<file path="src/rtl/mem_arb_pkg.sv">
// Shared types and helpers for the memory port arbiter.
// Requester indices, request payload and slot finder.
package mem_arb_pkg;

  localparam int NrReqDef     = 3;
  localparam int TidWidthDef  = 2;
  localparam int AddrWidthDef = 64;
  localparam int DataWidthDef = 64;
  localparam int IdWidthDef   = $clog2(NrReqDef) + TidWidthDef;

  localparam int ReqIcache   = 0;
  localparam int ReqDcacheRd = 1;
  localparam int ReqStore    = 2;

  // Widest slot mask the finder handles (TidWidth up to MaxTid).
  localparam int MaxTid   = 4;
  localparam int MaxSlots = 1 << MaxTid;

  typedef struct packed {
    logic [AddrWidthDef-1:0]   addr;
    logic                      we;
    logic [DataWidthDef-1:0]   wdata;
    logic [DataWidthDef/8-1:0] be;
    logic [IdWidthDef-1:0]     id;
  } mem_req_t;

  // Returns {found, index} of the lowest clear bit in busy.
  function automatic logic [MaxTid:0] find_free(
    input logic [MaxSlots-1:0] busy
  );
    logic [MaxTid:0] res;
    res = '0;
    for (int i = MaxSlots - 1; i >= 0; i--) begin
      if (!busy[i]) res = {1'b1, MaxTid'(i)};
    end
    return res;
  endfunction

endpackage

</file>
<file path="src/rtl/mem_port_arbiter_rr.sv">
// Round-robin picker with a registered priority pointer.
// The pointer moves past the winner only when a grant is made.
module rr_arbiter #(
  parameter  int N    = 3,
  localparam int IdxW = (N > 1) ? $clog2(N) : 1
) (
  input  logic            clk,
  input  logic            rst_n,
  input  logic [N-1:0]    req,
  output logic [N-1:0]    gnt,
  output logic [IdxW-1:0] idx,
  output logic            valid
);

  logic [IdxW-1:0] ptr_q;

  // Pick the first requester at or after the pointer.
  always_comb begin
    int c;
    c     = 0;
    gnt   = '0;
    idx   = '0;
    valid = 1'b0;
    for (int k = 0; k < N; k++) begin
      c = (int'(ptr_q) + k) % N;
      if (!valid && req[c]) begin
        valid  = 1'b1;
        gnt[c] = 1'b1;
        idx    = IdxW'(c);
      end
    end
  end

  // Advance the pointer to winner + 1, wrapping at N.
  always_ff @(posedge clk or negedge rst_n) begin
    if (!rst_n) begin
      ptr_q <= '0;
    end else if (valid) begin
      if (idx == IdxW'(N - 1)) ptr_q <= '0;
      else                     ptr_q <= idx + 1'b1;
    end
  end

endmodule

</file>
<file path="src/rtl/mem_port_arbiter.sv">
// Shared memory port sequencer for icache, dcache read and store.
// Tags each request with {requester, slot} and tracks slots.
module mem_port_arbiter
  import mem_arb_pkg::*;
#(
  parameter  int NrReq        = 3,
  parameter  int TidWidth     = 2,
  parameter  int MaxOutStores = 7,
  parameter  int AddrWidth    = 64,
  parameter  int DataWidth    = 64,
  localparam int IdWidth      = $clog2(NrReq) + TidWidth
) (
  input  logic                                clk_i,
  input  logic                                rst_ni,
  input  logic [NrReq-1:0]                    req_valid_i,
  output logic [NrReq-1:0]                    req_ready_o,
  input  logic [NrReq-1:0][AddrWidth-1:0]     req_addr_i,
  input  logic [NrReq-1:0]                    req_we_i,
  input  logic [NrReq-1:0][DataWidth-1:0]     req_wdata_i,
  input  logic [NrReq-1:0][DataWidth/8-1:0]   req_be_i,
  output logic                                mem_req_valid_o,
  input  logic                                mem_req_ready_i,
  output logic [AddrWidth-1:0]                mem_req_addr_o,
  output logic                                mem_req_we_o,
  output logic [DataWidth-1:0]                mem_req_wdata_o,
  output logic [DataWidth/8-1:0]              mem_req_be_o,
  output logic [IdWidth-1:0]                  mem_req_id_o,
  input  logic                                mem_rsp_valid_i,
  input  logic [IdWidth-1:0]                  mem_rsp_id_i,
  output logic [NrReq-1:0]                    rsp_valid_o,
  input  logic                                flush_i,
  output logic                                idle_o,
  output logic                                bad_rsp_o
);

  localparam int Slots    = 2 ** TidWidth;
  localparam int ReqW     = $clog2(NrReq);
  localparam int StoreCap =
    (MaxOutStores < Slots) ? MaxOutStores : Slots;

  logic [NrReq-1:0][Slots-1:0]    busy_q;
  logic [NrReq-1:0][Slots-1:0]    busy_d;
  logic [NrReq-1:0][TidWidth-1:0] free_slot;
  logic [NrReq-1:0]               has_free;
  logic [NrReq-1:0]               eligible;
  logic [NrReq-1:0]               gnt;
  logic [NrReq-1:0]               rsp_hit;
  logic [ReqW-1:0]                gnt_idx;
  logic                           gnt_valid;
  logic [TidWidth:0]              store_cnt;
  logic                           load_ok;
  logic [ReqW-1:0]                rsp_r;
  logic [TidWidth-1:0]            rsp_s;
  logic                           out_valid_q;
  mem_req_t                       out_q;
  mem_req_t                       out_d;

  // Lowest free slot of every requester.
  always_comb begin
    logic [MaxSlots-1:0] ext;
    logic [MaxTid:0]     res;
    ext       = '1;
    res       = '0;
    has_free  = '0;
    free_slot = '0;
    for (int r = 0; r < NrReq; r++) begin
      ext             = '1;
      ext[Slots-1:0]  = busy_q[r];
      res             = find_free(ext);
      has_free[r]     = res[MaxTid];
      free_slot[r]    = res[TidWidth-1:0];
    end
  end

  assign store_cnt =
    (TidWidth + 1)'($countones(busy_q[ReqStore]));
  assign load_ok = !out_valid_q || mem_req_ready_i;

  // Who may compete for the port this cycle.
  always_comb begin
    eligible = '0;
    for (int r = 0; r < NrReq; r++) begin
      eligible[r] = rst_ni && req_valid_i[r] &&
                    !flush_i && has_free[r] && load_ok;
      if (r == ReqStore) begin
        eligible[r] = eligible[r] &&
                      (int'(store_cnt) < StoreCap);
      end
    end
  end

  rr_arbiter #(
    .N (NrReq)
  ) u_rr (
    .clk   (clk_i),
    .rst_n (rst_ni),
    .req   (eligible),
    .gnt   (gnt),
    .idx   (gnt_idx),
    .valid (gnt_valid)
  );

  assign req_ready_o = gnt;

  assign rsp_r = mem_rsp_id_i[IdWidth-1:TidWidth];
  assign rsp_s = mem_rsp_id_i[TidWidth-1:0];

  // Route a response to its owner if the slot is in flight.
  always_comb begin
    rsp_hit = '0;
    for (int r = 0; r < NrReq; r++) begin
      rsp_hit[r] = rst_ni && mem_rsp_valid_i &&
                   (rsp_r == ReqW'(r)) && busy_q[r][rsp_s];
    end
  end

  assign rsp_valid_o = rsp_hit;
  assign bad_rsp_o   = rst_ni && mem_rsp_valid_i && !(|rsp_hit);

  // Slot bookkeeping: free on response, claim on grant.
  always_comb begin
    busy_d = busy_q;
    for (int r = 0; r < NrReq; r++) begin
      if (rsp_hit[r]) busy_d[r][rsp_s] = 1'b0;
    end
    if (gnt_valid) begin
      busy_d[gnt_idx][free_slot[gnt_idx]] = 1'b1;
    end
  end

  // Payload of the winning requester.
  always_comb begin
    out_d       = '0;
    out_d.addr  = req_addr_i[gnt_idx];
    out_d.we    = req_we_i[gnt_idx] &&
                  (gnt_idx == ReqW'(ReqStore));
    out_d.wdata = req_wdata_i[gnt_idx];
    out_d.be    = req_be_i[gnt_idx];
    out_d.id    = {gnt_idx, free_slot[gnt_idx]};
  end

  // Slot masks and the output request register.
  always_ff @(posedge clk_i or negedge rst_ni) begin
    if (!rst_ni) begin
      busy_q      <= '0;
      out_valid_q <= 1'b0;
      out_q       <= '0;
    end else begin
      busy_q <= busy_d;
      if (gnt_valid) begin
        out_valid_q <= 1'b1;
        out_q       <= out_d;
      end else if (mem_req_ready_i) begin
        out_valid_q <= 1'b0;
      end
    end
  end

  assign mem_req_valid_o = out_valid_q;
  assign mem_req_addr_o  = out_q.addr;
  assign mem_req_we_o    = out_q.we;
  assign mem_req_wdata_o = out_q.wdata;
  assign mem_req_be_o    = out_q.be;
  assign mem_req_id_o    = out_q.id;

  assign idle_o = !(|busy_q) && !out_valid_q;

endmodule
</file>
<file path="config.mk">
export PLATFORM = sky130hd
export DESIGN_NAME = mem_port_arbiter
export DESIGN_NICKNAME = d
export VERILOG_FILES = /design/src/rtl/mem_arb_pkg.sv /design/src/rtl/mem_port_arbiter_rr.sv /design/src/rtl/mem_port_arbiter.sv
export SDC_FILE = /design/constraint.sdc
export NUM_CORES = 1
export LEC_CHECK = 0
export CELL_PAD_IN_SITES_DETAIL_PLACEMENT = 0
export CELL_PAD_IN_SITES_GLOBAL_PLACEMENT = 1
export CORE_AREA = 4 4 220 222
export CTS_CLUSTER_SIZE = 24
export DETAILED_ROUTE_END_ITERATION = 16
export DIE_AREA = 0 0 224 226
export GPL_TIMING_DRIVEN = 1
export PLACE_DENSITY = 0.65
export SLEW_MARGIN = 15
export SYNTH_ARGS = -nofsm -noshare
export SYNTH_HDL_FRONTEND = slang
export SYNTH_SLANG_ARGS = --single-unit
</file>
<file path="constraint.sdc">
create_clock -name clk_i -period 4.1 [get_ports clk_i]
set_clock_uncertainty 0.15 [all_clocks]
set_input_delay 1.23 -clock clk_i [delete_from_list [all_inputs] [get_ports clk_i]]
set_output_delay 1.23 -clock clk_i [all_outputs]
set_load 0.05 [all_outputs]
</file>
# Yosys cells after proc, flatten, opt, wreduce, memory -nomap -nowiden

Index checks and enable logic that the tools add are counted.

Add/sub/neg operators: 6
Muxes and demuxes: 65
Eq/ne operators: 3
$lt $le $gt $ge: 13
Bitwise gates (word level): 7
Divide/modulo/power cells: 3
Reduce and logical (&&, ||, !) cells: 42

Operators by type and width:

| cell                                                                           | number |
|---|---|
| 64-bit binary-select mux with 2-bit select                                     | 2 |
| 64-bit two-way mux                                                             | 2 |
| 32-bit by 1-bit >= comparator with 1-bit output (second input constant)        | 3 |
| 32-bit by 4-bit less-than comparator with 1-bit output (second input constant) | 3 |
| 32-bit by 3-bit remainder unit with 32-bit output (second input constant)      | 2 |
| 5-bit two-way mux                                                              | 12 |
| 3-bit by 3-bit remainder unit with 32-bit output (second input constant)       | 1 |
| 1-bit logical AND                                                              | 31 |
| 1-bit two-way mux                                                              | 20 |
| 8-bit binary-select mux with 2-bit select                                      | 1 |
| 4-bit two-way mux                                                              | 4 |
| 1-bit binary-select mux with 2-bit select                                      | 7 |
| 4-bit AND                                                                      | 3 |
| 12-bit two-way mux                                                             | 1 |
| 12-bit OR                                                                      | 1 |
| 12-bit OR reduction                                                            | 1 |
| 1-bit demux with 2-bit select                                                  | 5 |
| 2-bit two-way mux                                                              | 5 |
| 2-bit by 3-bit less-than comparator with 1-bit output (second input constant)  | 3 |
| 3-bit two-way mux                                                              | 3 |
| 4-bit demux with 2-bit select                                                  | 1 |
| 8-bit two-way mux                                                              | 1 |
| 2-bit by 1-bit >= comparator with 1-bit output (second input constant)         | 3 |
| 1-bit logical NOT                                                              | 6 |
| other kinds (15)                                                               | 18 |

Register bits: 156
Output and inout port bits: 150
Bits of input ports: 423
Logic and storage cells: 149

# Depth between registers and ports, before layout

Gate-level depths: netlist (run 1).

Depth after elaboration: 27
Depth in mapped cells: 11
Depth with buffers taken out: 8

# By module

From an unflattened synthesis (run 1), not the netlist that was laid out.

Cells, all modules: 996
Area, all modules: 8714.6 µm²

By module, submodules not included:

| module           | area each (µm²) | cells each | sequential area each (µm²) | times used |
|---|---|---|---|---|
| mem_port_arbiter | 8279.2          | 943        | 3853.7                     | 1 |
| rr_arbiter       | 435.4           | 53         | 50.0                       | 1 |

# Least setup slack after synthesis (run 1)

No wires, ideal clock.

Kind: input to output
From: input mem_rsp_id_i[0]
To: output bad_rsp_o
Slack: -1.615 ns
Path buffers: 0
Arrival time: 4.335 ns
Required time: 2.720 ns
Cell stages on the path: 3
Path through: mux4_2 nor4b_1 nor4_1

Cells in the longest elaborated chain, start to end: 6
Elaborated cells on any way between the ends: 12
Those cells by class: mux: 6; reduce/logical: 6

RTL lines:

| item                                      | line                    | source |
|---|---|---|
| from (decl)                               | mem_port_arbiter.sv:29  | `input logic [IdWidth-1:0] mem_rsp_id_i,` |
| 1-bit binary-select mux with 2-bit select | mem_port_arbiter.sv:113 | `(rsp_r == ReqW'(r)) && busy_q[r][rsp_s];` |
| 1-bit two-way mux (implied by the code)   | mem_port_arbiter.sv:113 |  |
| 1-bit logical AND                         | mem_port_arbiter.sv:113 |  |
| net rsp_valid_o[0]                        | mem_port_arbiter.sv:30  | `output logic [NrReq-1:0] rsp_valid_o,` |
| 3-bit OR reduction                        | mem_port_arbiter.sv:118 | `assign bad_rsp_o = rst_ni && mem_rsp_valid_i && !(\|rsp_hit);` |
| 1-bit logical NOT                         | mem_port_arbiter.sv:118 |  |
| 1-bit logical AND                         | mem_port_arbiter.sv:118 |  |
| to (decl)                                 | mem_port_arbiter.sv:33  | `output logic bad_rsp_o` |

The timed path passes the listed nets, and every way through them passes these cells. The select of a mux whose other input is x is not followed.

# Worst setup path after layout (run 1)

From: input flush_i
To: output req_ready_o[0]

Cells in the longest elaborated chain, start to end: 15
Elaborated cells on any way between the ends: 31
Those cells by class: mux: 14; bitwise: 2; reduce/logical: 15

RTL lines:

| item                                                  | line                      | source |
|---|---|---|
| from (decl)                                           | mem_port_arbiter.sv:31    | `input logic flush_i,` |
| 1-bit logical NOT (*)                                 | mem_port_arbiter.sv:84    | `!flush_i && has_free[r] && load_ok;` |
| 1-bit logical AND                                     | mem_port_arbiter.sv:83    | `eligible[r] = rst_ni && req_valid_i[r] &&` |
| 1-bit logical AND (2 in series)                       | mem_port_arbiter.sv:84    |  |
| 1-bit logical AND                                     | mem_port_arbiter.sv:86    | `eligible[r] = eligible[r] &&` |
| 1-bit binary-select mux with 2-bit select             | mem_port_arbiter_rr.sv:26 | `if (!valid && req[c]) begin` |
| 1-bit two-way mux (implied by the code) (2 in series) | mem_port_arbiter_rr.sv:26 |  |
| 1-bit two-way mux                                     | mem_port_arbiter_rr.sv:26 |  |
| 1-bit logical NOT                                     | mem_port_arbiter_rr.sv:26 |  |
| 1-bit logical AND                                     | mem_port_arbiter_rr.sv:26 |  |
| 1-bit two-way mux                                     | mem_port_arbiter_rr.sv:26 |  |
| 1-bit logical NOT                                     | mem_port_arbiter_rr.sv:26 |  |
| 1-bit logical AND                                     | mem_port_arbiter_rr.sv:26 |  |
| 3-bit two-way mux (*)                                 | mem_port_arbiter_rr.sv:26 |  |
| to (decl)                                             | mem_port_arbiter.sv:16    | `output logic [NrReq-1:0] req_ready_o,` |

Every way passes the cells marked *; elsewhere a longest branch is shown, timed or not. The select of a mux whose other input is x is not followed.

==> impl_metrics.ini, run 1 <==
[sta]
finalSetupViolations = 3
fin_ws_ns = -0.01837
period_share = 1.004
rsz0062_at_grt = yes
hold_violations = 0
drv_slew = 0
clock.fmax_ghz = 0.2428
fin_crit_ns = 4.118
slew_headroom = 0.4352
worstMarginPinSlew_ns = 0.8445

[drt]
antenna_left = 0
first_pass_iters = 5
avgViaCountPerCell = 4.646
vias = 8966
wl_per_cell_um = 21.56
drcViolationCount = 0
drtIter0Drc = 581
drt_wl_total_um = 41620

[place]
pre_cts_ws_ns = -0.5131
routabilityCongestion = 0.8448
dp_hpwl_um = 31720
dpl_cell_area_um2 = 14650
numPortBuffers = 571

[grt]
grt_max_degree = 93
grt_pass1_vias = 9347
grt_usage = 0.1575
grt_pass1_wl_um = 60250
grt_overflow_total = 0
antenna_found_initial = 3

[worst_setup_path]
worstPathArrival_ns = 2.74
crit_type = primary input to output pin
worstPathMaxFanout = 7
cp.required_ns = 2.72
r2r-start = u_rr.ptr_q[1]
start_kind = primary input
startpoint = flush_i
end_kind = output pin

[synthesis]
syn_area_per_cell_um2 = 10.91
ys.flop_type = dfrtp_1
synth_area_um2 = 8038
synth_cell_types = 58
ys_seq_elements = 156
synthCells = 737
synth_async_sr_flop_share = 1.000
synth.net_count = 1166
ys_seq_area_frac = 0.4857
ys_warn_count = 0
synth-edff-count = 0

[die]
rows = 79
die_h_um = 226
initial_core_util = 0.1734
io_pins = 573
die_area_um2 = 50620
die_w_um = 224
core_area_um2 = 46360

[clock_network]
cts_hold_buf = 0
clock-sinks = 156
cts.clk_slew.worst_paths_ns = 0.07
cts_buffer_depth = 2
clkLatencyLatePin_ns = 0.46
cts_made_buffers = 17
cts_max_level = 4
cts_tree = built
ctsRootBufferMaster = clkbuf_16

[finish]
num-nets-final = 1738
syn_to_final_growth_pct = 92.50
drive_above_1_share = 0.1052
utilization = 0.3338
design_area_um2 = 15470

[hold_path]
hp-start = mem_req_id_o[2]
hold_path.class = flip-flop to flip-flop

[pwr]
p_leak_nw = 6.102
irDropWorstVdd_v = 0.0004607
power_mw = 11.22
powerDensity_nw_per_um2 = 725.4

[run_status]
status = finished with violations
violations = negative setup slack

[job]
max_cap_violations = 0
## per-stage QoR
stage	instances	hold slack [ns]	setup TNS [ns]
final	1930	0.3384	-0.02593
after global routing	1930	0.3699	-0.2746
after CTS	1925	0.3393	0
after detailed placement	1889	0.3196	-2.627
after global placement	1889	0.3105	-2.506
after floorplan	737	0.3967	-0.5570
## layer usage
metal  global-route usage  wire length, µm  vias to the layer above
met5                    0               13                        -
met4              0.05309              837                        2
met3              0.05486             3367                       39
met2               0.2672            20660                      380
met1               0.1865            16740                     4425
li1                     -                -                     4120
## logic make-up (layout without fill, tap and decap cells)
logic type | count (synthesis) | count (layout) | share of synthesized area
AOI/OAI and AO/OA | 334 | 334 | 0.3456
adders and majority gates | 6 | 6 | 0.01027
buffers and inverters | 85 | 669 | 0.06055
DFF | 156 | 156 | 0.4857
muxes | 4 | 4 | 0.009806
other | 0 | 2 | 0
and+or+nand+nor | 152 | 152 | 0.08811
## worst paths after layout
check,slack [ns],to,cells after the start
setup / recovery,-0.02,req_ready_o[0],9
min in group asynchronous,0.89,busy_q[4],3
setup reg to reg,0.90,busy_q[10],9
hold / removal,0.34,mem_req_id_o[2],1
max in group asynchronous,1.63,mem_req_addr_o[41],4
hold reg to reg,0.34,mem_req_id_o[2],1
## power by group
group | switching (mW) | total, mW | internal (mW)
logic | 4.18 | 6.78 | 2.59
registers | 0.478 | 2.76 | 2.28
clock network | 0.700 | 1.69 | 0.989
total | 5.36 | 11.2 | 5.86
## layout by cell type (no fill, tap or decap), types with 3 or more instances in the layout
cell / n
clkbuf_16: 17
a22oi_1: 46
nand3_1: 4
nor2_4: 3
buf_6: 9
nand2_1: 57
clkbuf_1: 3
nand3_2: 3
o21ai_0: 18
nor2_1: 50
mux4_2: 3
buf_12: 14
dlygate4sd2_1: 3
o31ai_1: 6
a22o_1: 92
ha_1: 5
bufinv_16: 3
a221o_1: 91
buf_4: 42
dfrtp_1: 154
a32o_1: 3
a31oi_1: 45
inv_1: 9
clkinvlp_4: 3
nand4_1: 7
clkdlybuf4s50_1: 556
a21oi_1: 3
## synth_stat cells, types with 5 or more instances
cell | n | area (µm²)
nand2_1 | 59 | 221.5
ha_1 | 5 | 62.56
a31oi_1 | 45 | 281.5
inv_1 | 11 | 41.29
a221o_1 | 92 | 920.9
clkbuf_1 | 16 | 60.06
buf_2 | 38 | 190.2
dfrtp_1 | 156 | 3904
buf_6 | 13 | 146.4
a22o_1 | 92 | 805.8
a22oi_1 | 46 | 345.3
o21ai_0 | 19 | 95.09
nand3_1 | 8 | 40.04
nand4_1 | 7 | 43.79
nor2_1 | 53 | 198.9
o31ai_1 | 7 | 52.55
buf_4 | 6 | 45.04
## what timing repair did
| item | 4_1_cts | 5_1_grt |
|---|---|---|
| endpoints found under the setup margin | 7 | 4 |
| pin swaps | 15 | 5 |
| gates resized for setup | 51 | 6 |
| hold endpoints to repair | 0 | 0 |
| setup buffers | 6 | 3 |
## worst max-delay path, stage by stage
cell	delay [ns]
buf_6	0.09
and2b_2	0.25
buf_6	0.10
nand4_2	0.11
buf_4	0.20
nor2_2	0.11
o2bb2ai_2	0.09
a221o_2	0.39
buf_12	0.16
## registers in the layout, indices dropped and copies added, names as in the netlist
| register | cells |
|---|---|
| mem_req_addr_o | 64 |
| mem_req_wdata_o | 64 |
| busy_q | 12 |
| mem_req_be_o | 8 |
| mem_req_id_o | 4 |
| u_rr.ptr_q | 2 |
| mem_req_valid_o | 1 |
| mem_req_we_o | 1 |
## layout make-up
class                      instances  area, µm²
multi-input combinational        496       3846
tap                              607      759.5
inverter                          12      50.05
antenna                            2      5.005
timing repair buffer             626       6305
sequential                       156       3906
clock buffer                      22      464.2
clock inverter                     9      136.4
fill                            4716      30890
Note: power is estimated with default switching activity, not from simulation.
==> inputs of run 2 (changes only) <==
- CORE_AREA: 4 4 220 222 -> 4 4 222 224
- DIE_AREA: 0 0 224 226 -> 0 0 226 228
- PLACE_DENSITY: 0.65 -> 0.66
- SETUP_SLACK_MARGIN: unset -> 0.5
- clock period: 4.1 -> 3.5 ns (I/O delays scaled with it)
==> impl_metrics.ini, run 2 (synthesis gave the netlist of run 1 again) <==
[drt]
vias = 9355
antenna_left = 0
wl_per_cell_um = 22.85
first_pass_iters = 5
avgViaCountPerCell = 4.657
drcViolationCount = 0
drt_wl_total_um = 45900
drtIter0Drc = 560

[worst_setup_path]
cp_num_buf_inv = 2
start_kind = primary input
critical-path-slowest-cell = clkdlybuf4s50_1
worstPathArrival_ns = 2.71
cp.required_ns = 2.30
crit_family = compound AO/OA/AOI/OAI gates
end_kind = output pin
max_stage_delay_ns = 0.58
crit_type = primary input to output pin
worstPathMaxFanout = 3
cp_cell_sequence = clkdlybuf4s50_1, nand4_4, o32a_1, o22ai_2, a221o_2, buf_12

[die]
die_area_um2 = 51530
initial_core_util = 0.1698
io_pins = 573
core_area_um2 = 47350
die_h_um = 228
rows = 80
die_w_um = 226

[clock_network]
ctsRootBufferMaster = clkbuf_16
clock-sinks = 156
cts_tree = built
cts_buffer_depth = 2
cts.clk_slew.worst_paths_ns = 0.06
cts_made_buffers = 17
cts_hold_buf = 0
cts_max_level = 4
clkLatencyLatePin_ns = 0.48

[grt]
grt_max_degree = 74
grt_usage = 0.1541
grt_pass1_wl_um = 59690
grt_pass1_vias = 9451
antenna_found_initial = 3
grt_overflow_total = 0

[sta]
fin_ws_ns = -0.4101
finalSetupViolations = 4
drv_slew = 0
rsz0062_at_grt = yes
fin_crit_ns = 3.910
worstMarginPinSlew_ns = 0.8894
hold_ws_ns = 0.3481
clock.fmax_ghz = 0.2557
period_share = 1.117
hold_violations = 0
slew_headroom = 0.4071

[pwr]
irDropWorstVdd_v = 0.0004072
p_sw_frac = 0.4697
p_seq_frac = 0.228
intPower_mw = 7.510
power_frac_comb = 0.621
powerDensity_nw_per_um2 = 848.4
p_switching_mw = 6.652
p_clk_frac = 0.150
power_mw = 14.16
p_leak_nw = 6.668

[job]
max_cap_violations = 0

[place]
dpl_cell_area_um2 = 15020
dp_hpwl_um = 31970
routabilityCongestion = 0.8668
pre_cts_ws_ns = -0.6735
numPortBuffers = 571

[run_status]
violations = negative setup slack
status = finished with violations

[finish]
final_common_cell = clkdlybuf4s50_1
nFillCells = 4835
design_area_um2 = 16690
final_cell_mix = clkdlybuf4s50_1 (548), dfrtp_1 (156), a22o_1 (91), a221o_1 (91), buf_4 (69)
syn_to_final_growth_pct = 107.7
num-nets-final = 1806
drive_above_1_share = 0.1669

[hold_path]
hold_path.class = flip-flop to flip-flop
==> run 2: cell count changes in the layout (fill, tap and decap cells not counted), sizes merged, moves of 2 or more <==
cell           previous run  this run
buf                      66       120
clkbuf                   22        32
clkdlybuf4s50           556       548
dlygate4sd2               3        10
clkinv                    3         6
bufinv                    3         5
diode                     2         4
==> run 2: timing repair <==
action,CTS,global route
pin swaps,19,59
endpoints found under the setup margin,150,121
cloned,0,23
gates resized for setup,49,66
buffers inserted,8,14
==> run 2: area by class of cell <==
cell class              count  area (µm²)  share of cell area
clock buffers              19       442.9             0.02653
diodes                      4       10.01           0.0005997
well taps                 615       769.5             0.04610
multi-input cells         497        4006              0.2400
inverters                  12       68.82            0.004123
clock inverters            13       214.0             0.01282
repair buffers            693        7277              0.4359
flip-flops and latches    156        3904              0.2339
==> run 2: metrics by stage <==
stage	util	setup TNS (ns)	cells
2_1_floorplan	-	-0.9180	737
3_3_place_gp	0.3173	-28.35	1928
3_5_place_dp	0.3173	-31.43	1928
4_1_cts	0.3348	-1.175	1968
5_1_grt	0.3525	-1.423	2008
6_report	0.3526	-1.076	2009
==> run 2: power groups by stage <==
stage	Combinational, mW	Clock (mW)	Sequential [mW]
floorplan	2.13	0	5.93
global placement	8.06	0	3.20
detailed placement	8.07	0	3.23
CTS	8.15	2.22	3.21
global route	9.24	2.26	3.34
finish	8.80	2.13	3.23
==> run 2: layer usage <==
layer  vias up  track usage  part of all wire
met3        47      0.05451             0.077
met2       404       0.2628              0.50
met1      4636       0.1751              0.40
li1       4268            -                 -
met4         0      0.06221             0.023
met5         -            0                 0
==> run 2: worst paths after layout <==
path                                  from            endpoint  slack, ns  depth (start not counted)
max in group asynchronous           rst_ni  mem_req_addr_o[32]       1.22                          4
hold reg to reg            mem_req_id_o[2]     mem_req_id_o[2]       0.35                          1
setup reg to reg                busy_q[11]  mem_req_addr_o[40]       0.48                         11
hold / removal             mem_req_id_o[2]     mem_req_id_o[2]       0.35                          1
setup / recovery            req_valid_i[0]      req_ready_o[0]      -0.41                          6
min in group asynchronous           rst_ni           busy_q[5]       0.60                          3
